==> config.mk <==
export PLATFORM = sky130hd
export DESIGN_NAME = stopwatch_sequencer
export DESIGN_NICKNAME = d
export VERILOG_FILES = /design/src/rtl/stopwatch_pkg.sv /design/src/rtl/mod_counter.sv /design/src/rtl/stopwatch_sequencer.sv
export SDC_FILE = /design/constraint.sdc
export NUM_CORES = 1
export LEC_CHECK = 0
export BUFFER_PORTS_ARGS = -buffer_cell sky130_fd_sc_hd__buf_4
export CAP_MARGIN = 30
export CORE_MARGIN = 10
export CORE_UTILIZATION = 45
export CTS_BUF_LIST = sky130_fd_sc_hd__clkbuf_4 sky130_fd_sc_hd__clkbuf_8 sky130_fd_sc_hd__clkbuf_16
export CTS_CLUSTER_SIZE = 14
export DETAILED_ROUTE_END_ITERATION = 7
export GPL_TIMING_DRIVEN = 1
export PLACE_DENSITY = 0.74
export SETUP_SLACK_MARGIN = 0.3
export SYNTH_ARGS = -nofsm -noshare
export SYNTH_HDL_FRONTEND = slang
export SYNTH_HIERARCHICAL = 1
export SYNTH_SLANG_ARGS = --single-unit
==> constraint.sdc <==
create_clock -name clk -period 3.3 [get_ports clk]
set_input_delay 0.165 -clock clk [delete_from_list [all_inputs] [get_ports clk]]
set_output_delay 0.165 -clock clk [all_outputs]
set_load 0.005 [all_outputs]
==> src/rtl/stopwatch_pkg.sv <==
// Shared definitions for the stopwatch sequencer: state encoding and default field geometry.
package stopwatch_pkg;

  typedef enum logic [1:0] {
    ST_RUN       = 2'd0,
    ST_PAUSE     = 2'd1,
    ST_ADJ_RUN   = 2'd2,
    ST_ADJ_PAUSE = 2'd3
  } state_e;

  localparam int DEF_MAX_VAL = 59;
  localparam int DEF_W       = 6;

endpackage

==> src/rtl/mod_counter.sv <==
// One W-bit count field: increment with wrap at MAX_VAL, synchronous clear, carry flag at terminal value.
module mod_counter
  import stopwatch_pkg::*;
#(
  parameter int W       = DEF_W,
  parameter int MAX_VAL = DEF_MAX_VAL
) (
  input  logic         clk,
  input  logic         reset,
  input  logic         inc,
  input  logic         clr,
  output logic [W-1:0] cnt,
  output logic         at_max
);

  localparam logic [W-1:0] MAX_W = W'(MAX_VAL);

  logic [W-1:0] cnt_q;
  logic [W-1:0] cnt_d;

  // Clear wins over increment so a clear press never loses to a same-cycle tick.
  always_comb begin
    cnt_d = cnt_q;
    if (clr) begin
      cnt_d = '0;
    end else if (inc) begin
      cnt_d = (cnt_q == MAX_W) ? '0 : cnt_q + 1'b1;
    end
  end

  always_ff @(posedge clk or negedge reset) begin
    if (!reset) begin
      cnt_q <= '0;
    end else begin
      cnt_q <= cnt_d;
    end
  end

  assign cnt    = cnt_q;
  assign at_max = (cnt_q == MAX_W);

endmodule

==> src/rtl/stopwatch_sequencer.sv <==
// Stopwatch control: run/pause/adjust state, minute/second fields and the adjust-mode blink phase.
module stopwatch_sequencer
  import stopwatch_pkg::*;
#(
  parameter int MAX_VAL = DEF_MAX_VAL,
  parameter int W       = DEF_W
) (
  input  logic         clk,
  input  logic         reset,
  input  logic         tick_count,
  input  logic         tick_adj,
  input  logic         tick_blink,
  input  logic         pause_p,
  input  logic         clear_p,
  input  logic         adj,
  input  logic         sel,
  output logic [W-1:0] min,
  output logic [W-1:0] sec,
  output logic         blank_min,
  output logic         blank_sec,
  output logic         running
);

  state_e state_q, state_d;
  logic   phase_q, phase_d;
  logic   sel_q;

  logic   in_adj;
  logic   run_choice;
  logic   run_next;
  logic   sec_inc, min_inc;
  logic   sec_at_max;
  logic   min_at_max;

  assign in_adj     = (state_q == ST_ADJ_RUN) || (state_q == ST_ADJ_PAUSE);
  assign run_choice = (state_q == ST_RUN) || (state_q == ST_ADJ_RUN);

  // The run/pause choice and the adjust level are independent, so a pause press
  // and an adj edge in the same cycle both take effect.
  always_comb begin
    state_d  = state_q;
    run_next = run_choice ^ pause_p;
    case ({adj, run_next})
      2'b00:   state_d = ST_PAUSE;
      2'b01:   state_d = ST_RUN;
      2'b10:   state_d = ST_ADJ_PAUSE;
      default: state_d = ST_ADJ_RUN;
    endcase
  end

  // Phase only toggles while staying inside adjust; entry, exit and clear zero it.
  always_comb begin
    phase_d = 1'b0;
    if (in_adj && adj && !clear_p) begin
      phase_d = phase_q ^ tick_blink;
    end
  end

  always_comb begin
    sec_inc = 1'b0;
    min_inc = 1'b0;
    if (state_q == ST_RUN) begin
      sec_inc = tick_count;
      min_inc = tick_count && sec_at_max;
    end else if (in_adj) begin
      sec_inc = tick_adj && !sel;
      min_inc = tick_adj && sel;
    end
  end

  always_ff @(posedge clk or negedge reset) begin
    if (!reset) begin
      state_q <= ST_PAUSE;
      phase_q <= 1'b0;
      sel_q   <= 1'b0;
    end else begin
      state_q <= state_d;
      phase_q <= phase_d;
      sel_q   <= sel;
    end
  end

  mod_counter #(.W(W), .MAX_VAL(MAX_VAL)) u_sec (
    .clk    (clk),
    .reset  (reset),
    .inc    (sec_inc),
    .clr    (clear_p),
    .cnt    (sec),
    .at_max (sec_at_max)
  );

  // The minutes field wraps by itself at MAX_VAL, which gives 59:59 -> 00:00.
  mod_counter #(.W(W), .MAX_VAL(MAX_VAL)) u_min (
    .clk    (clk),
    .reset  (reset),
    .inc    (min_inc),
    .clr    (clear_p),
    .cnt    (min),
    .at_max (min_at_max)
  );

  assign running   = (state_q == ST_RUN);
  assign blank_min = in_adj && sel_q && phase_q;
  assign blank_sec = in_adj && !sel_q && phase_q;

endmodule

[Yosys cells after proc, flatten, opt, wreduce, memory -nomap -nowiden]
Cells that the tools add are included.
Operators by class
  add/sub/neg operators: 2
  multipliers: 0
  divide/modulo/power cells: 0
  magnitude comparators: 0
  eq/ne operators: 6
  shift operators: 0
  mux-type cells: 12
  bitwise logic cells: 2
  reduce and logical (&&, ||, !) cells: 18
Operators with widths (number)
  6-bit two-way mux: 6
  6-bit by 1-bit adder with 6-bit output (second input constant): 2
  6-bit == test (second input constant): 2
  1-bit logical AND: 9
  2-bit == test (second input constant): 3
  2-bit one-hot mux with 3 select lines: 1
  1-bit two-way mux: 5
  2-bit zero test: 2
  2-bit nonzero test: 2
  1-bit zero test: 3
  2-bit by 1-bit == test with 1-bit output (second input constant): 1
  1-bit logical OR: 2
  1-bit bitwise XOR: 2
Storage, ports and cells
  register bits: 16
  bits in latches: 0
  bits in writable memories: 0
  memory bits (read-only): 0
  output and inout bits: 15
  word-level logic and storage cells: 45
  memories: 0

[Longest topological paths before layout]
  depth in word-level cells: 6
  gate-level depth with buffers: 9
  depth with buffers taken out: 8

[Cells and area by module]
Netlist, hierarchy kept.
By module, submodules not included
  mod_counter: instances 2, cells each 37, area each 339.1 sq um, sequential area each 150.1 sq um
  stopwatch_sequencer: instances 1, cells each 19, area each 196.4 sq um, sequential area each 101.3 sq um

[Worst setup path before layout]
Ideal clock, no wire load.
  path type: register -> register
  from: reg u_sec.cnt_q[0] (netlist: u_sec/cnt[0])
  to: reg u_min.cnt_q[5] (netlist: u_min/cnt[5])
  arrival time: 1763 ps
  path slack: 1461 ps
  cell stages (with the launch flop): 10
  path buffers: 1
  period minus slack after synthesis: 1839 ps
  path through: dfrtp_1 > ha_1 > nand2b_1 > nor2_1 > nand3b_1 > o21ai_0 > buf_2 > nand3_1 > or4_1 > o21ai_1
On the way
  word-level cells in the longest chain between the ends: 4
RTL lines
  from (decl): RTL line mod_counter.sv:18  | logic [W-1:0] cnt_q;
  from (signal assigned): RTL line mod_counter.sv:35  | cnt_q <= cnt_d;
  6-bit == test: RTL line mod_counter.sv:40  | assign at_max = (cnt_q == MAX_W);
  net sec_at_max: RTL line stopwatch_sequencer.sv:32  | logic sec_at_max;
  1-bit logical AND: RTL line stopwatch_sequencer.sv:64  | min_inc = tick_count && sec_at_max;
  1-bit two-way mux: RTL line stopwatch_sequencer.sv:62  | if (state_q == ST_RUN) begin
  net min_inc: RTL line stopwatch_sequencer.sv:31  | logic sec_inc, min_inc;
  2-bit nonzero test (no source line)
  to (signal assigned): RTL line mod_counter.sv:35
  to (decl): RTL line mod_counter.sv:18
The timed path passes the listed nets, and every way through them passes these cells.
A chain may end at the register's enable or synchronous reset.

[Worst setup path after layout]
Ends and elaborated chain as after synthesis.

==> implementation parameters <==
Parameter                              Value

Status
  Outcome ... completed

Detailed routing
  Via-per-instance ratio ... 5.38
  Antenna viol nets, final ... 0
  Routed wl met3 ... 126 microns
  Highest signal layer in the routed design ... met4
  First-pass DRT Iterations ... 4
  Sum of met2 wire segment lengths after detailed routing ... 962 microns
  Number of design-rule violations left by the first detailed-router iteration ... 14
  Number of vias in the routed layout ... 780
  DR DRC count ... 0
  Overall routed net length ... just under 2000 microns
  Average routed wire per standard cell ... 13.5 microns
  Post-Route M1 WL ... 862 microns

Finish
  NumNets Final ... around 130
  Area Growth Syn to Fin ... 29.3%
  Post-route insts no fill ... 145
  Fraction of layout cells with a size suffix above 1 ... 0.275
  Ant. Diodes ... 0
  Area of all placed cells without fillers ... about 1100 sq um

Critical path
  Biggest cell delay along the critical path ... 0.69 ns
  Critical path data arrival time ... 2.66 ns
  Capturing element type of the critical path ... flip-flop
  Category of the worst setup path launch point ... flip-flop
  Slowest-stage cell, CP ... o21ai_0
  Cell breakdown of the critical path ... ha_1, nand2b_1, nor2_1, nand3b_1, o21ai_0, nand3_1, or4_1, o21ai_1
  Worst Path Max Fanout ... 9
  WS Path Type ... flip-flop to flip-flop
  Required time at the endpoint of the critical path ... approximately 3.5 ns

Floorplan
  Die outline height ... 64.1 microns
  Die area ... 4110 sq um
  Number of placement rows ... 15
  Initial core utilization ... 0.491
  Count of boundary I/O pins ... 24
  Floorplan Core Area ... between 1500 and 2000 sq um
  Die width ... ~64 microns

Job
  Number of maximum-capacitance constraint violations ... 0

Logic synthesis
  Synth Warn # ... 6
  Synthesized instance count ... between 90 and 100
  Synthesis-stage register bit count ... 16
  Largest area contributor in the synthesized netlist ... dfrtp_1
  Synthesized netlist net count ... 104
  Proportion of synthesized flip-flops having asynchronous set or reset ... 1.00
  Fraction of post-synthesis cell area in the top cell type by area ... 0.429
  Post-Syn Area ... roughly 870 sq um
  Cell variety after synth ... 29
  Area contributors post-synth ... dfrtp_1 (43%), nand2b_1 (5.7%), nand2_1 (5.6%)
  Avg Synthesized Cell Area ... 9.40 sq um
  Number of enable-type register cells in the synthesized netlist ... 0
  Sequential cell area fraction in the yosys report ... 0.459
  Most used DFF post-synth ... dfrtp_1

Placed design
  Buffers added on ports ... 23
  Placed wire-length estimate after detailed placement ... 1490 microns
  Dpl cell area ... 1060 sq um
  Minimum setup slack after placement ... 0.861 ns
  Placed instance count ... roughly 140
  Final RePlAce weighted congestion ... ~0.8

Pwr
  Static leakage ... around 0.48 nW
  Sw frac ... 0.245
  P per Cell Area ... about 370 nW/um^2
  Share of power burned in combinational logic ... 0.150
  Sequential share of power ... 0.553
  Design internal power ... about 0.00031 W
  Power after layout ... 0.000416 W
  Portion of total power attributed to the clock network ... 0.296
  NetSw ... slightly above 0.0001 W
  Worst ir drop on vdd ... about 0.00026 V

CTS
  Clock-pin slew reported for the worst setup and hold paths after clock tree synthesis ... 0.09 ns
  Inserted Clock Buffers ... 3
  TritonCTS clock tree ... built
  Sink count of the clock tree ... 16
  CTS Root Buffer Type ... clkbuf_4
  H-tree levels ... 1
  Maximum buffer depth of the clock tree ... 2
  Worst-skew pair later-pin latency ... 0.27 ns

STA
  Post-layout worst setup margin ... 0.844 ns
  Clock skew ... 0.00150 ns
  Unrepaired setup endpoints after global routing ... false
  Worst Max-Slew Pin Slew ... 0.880 ns
  Hold Vio Cnt, Final ... 0
  Number of pins with negative max-slew slack in the final report ... 0
  Share of the clock period used by the worst path after layout ... 0.744
  Setup total negative slack ... 0 ns
  Final setup violation count ... 0
  Min Clock Period, post-route ... approximately 2.5 ns
  Worst-case headroom to the max-slew limit ... 0.407
  Upper clock frequency limit ... between 0.4 and 0.5 GHz

Min path
  Hold/Removal Path Class ... primary input to flip-flop

Global route
  Via count of the first global-routing pass ... 775
  Global-route wire length before repair ... roughly 3200 microns
  Total routing usage reported by global routing ... 0.0945
  Maximum number of pins on one net before global-route repair ... 18
  Number of antenna violations at the first check in global routing ... 0
  Remaining global-route overflow ... 0
critical path, delay by kind of cell (launching register included):
family          cells  cell delay [ns]
compound gates      2             0.77
simple gates        5             0.94
flops               1             0.44
fa+ha+maj           1             0.24
cell usage in the layout, fill, tap and decap left out, types with 2 or more instances in the layout:
cell type | synthesis | final
buf_4 | 0 | 23
dfrtp_1 | 15 | 15
nand2_1 | 13 | 13
nor2_1 | 8 | 8
nand2b_1 | 8 | 8
a21oi_1 | 6 | 6
nand3_1 | 5 | 5
or3b_1 | 4 | 4
clkbuf_4 | 0 | 3
dlygate4sd3_1 | 0 | 3
nand3_2 | 2 | 2
o211ai_1 | 2 | 2
a31oi_1 | 2 | 2
or4_1 | 2 | 2
o21ai_1 | 2 | 2
mux2i_1 | 2 | 2
o22ai_1 | 2 | 2
o2111ai_1 | 2 | 2
nand4_1 | 2 | 2
or2_0 | 2 | 2
ha_1 | 2 | 2
stage by stage:
| stage | util | hold WS, ns |
|---|---|---|
| 3_5_place_dp | 0.597 | 0.0357 |
| 6_report | 0.634 | 0.0322 |
| 2_1_floorplan | - | -0.131 |
| 3_3_place_gp | 0.597 | 0.0348 |
| 4_1_cts | 0.623 | 0.000705 |
| 5_1_grt | 0.634 | 0.0230 |
synthesized netlist by cell type, types with 2 or more instances:
library cell  number
dfrtp_1           15
nand2_1           13
nand2b_1           8
nor2_1             8
a21oi_1            6
nand3_1            5
or3b_1             4
a31oi_1            2
buf_2              2
ha_1               2
mux2i_1            2
nand3_2            2
nand4_1            2
o2111ai_1          2
o211ai_1           2
o21ai_1            2
o22ai_1            2
or2_0              2
or4_1              2
cell families (layout without fill, tap and decap cells):
logic type / count (synthesis) / count (layout) / synth area share
adder cells (fa/ha/maj): 2 / 2 / 0.0286
buffers and inverters: 4 / 31 / 0.0200
AO/OA/AOI/OAI: 18 / 18 / 0.136
AND/OR/NAND/NOR: 49 / 49 / 0.313
XOR/XNOR: 2 / 2 / 0.0200
flip-flops: 16 / 16 / 0.459
multiplexers: 2 / 2 / 0.0229
power by group through the flow:
stage	Clock (W)	Combinational, W	Sequential [W]
floorplan	0	0.0000305	0.000230
global placement	0	0.0000597	0.000232
detailed placement	0	0.0000608	0.000234
CTS	0.000128	0.0000622	0.000230
global route	0.000138	0.0000706	0.000232
finish	0.000123	0.0000625	0.000230
what timing repair did:
| action | CTS | global route |
|---|---|---|
| hold buffers | 1 | 2 |
| hold endpoints to repair | 16 | 2 |
| resized for setup | 0 | 0 |
| buffers inserted | 0 | 0 |
flip-flops by register name, summed over array words and instances, names as in the netlist:
register and count:
phase_q 1, sel_q 1, state_q 2, u_min/cnt 6, u_sec/cnt 6
worst paths after layout:
| check | slack (ns) | startpoint | cells after the start | to |
|---|---|---|---|---|
| max | 0.84 | u_sec/cnt[0]$_DFFE_PN0P_ | 8 | u_min/cnt[5]$_DFFE_PN0P_ |
| min | 0.03 | pause_p | 2 | state_q[0]$_DFF_PN1_ |
| max reg2reg | 0.84 | u_sec/cnt[0]$_DFFE_PN0P_ | 8 | u_min/cnt[5]$_DFFE_PN0P_ |
| min reg2reg | 0.54 | state_q[0]$_DFF_PN1_ | 1 | state_q[0]$_DFF_PN1_ |
| max in group asynchronous | 2.78 | reset | 2 | state_q[0]$_DFF_PN1_ |
| min in group asynchronous | 0.28 | reset | 2 | u_min/cnt[3]$_DFFE_PN0P_ |
layout make-up:
type                            instances  area (sq um)
Clock buffer                            4          36.3
Sequential cell                        16           402
Inverter                                1          3.75
Multi-Input combinational cell         73           455
Timing Repair Buffer                   26           203
Fill cell                             162           652
Tap cell                               25          31.3
per-layer routing:
metal  global-route usage  up-vias
met2                0.157       15
met3               0.0366        2
met1                0.108      373
met5                    0        -
met4               0.0328        0
li1                     -      390
Power figures use the tool's default switching activity.
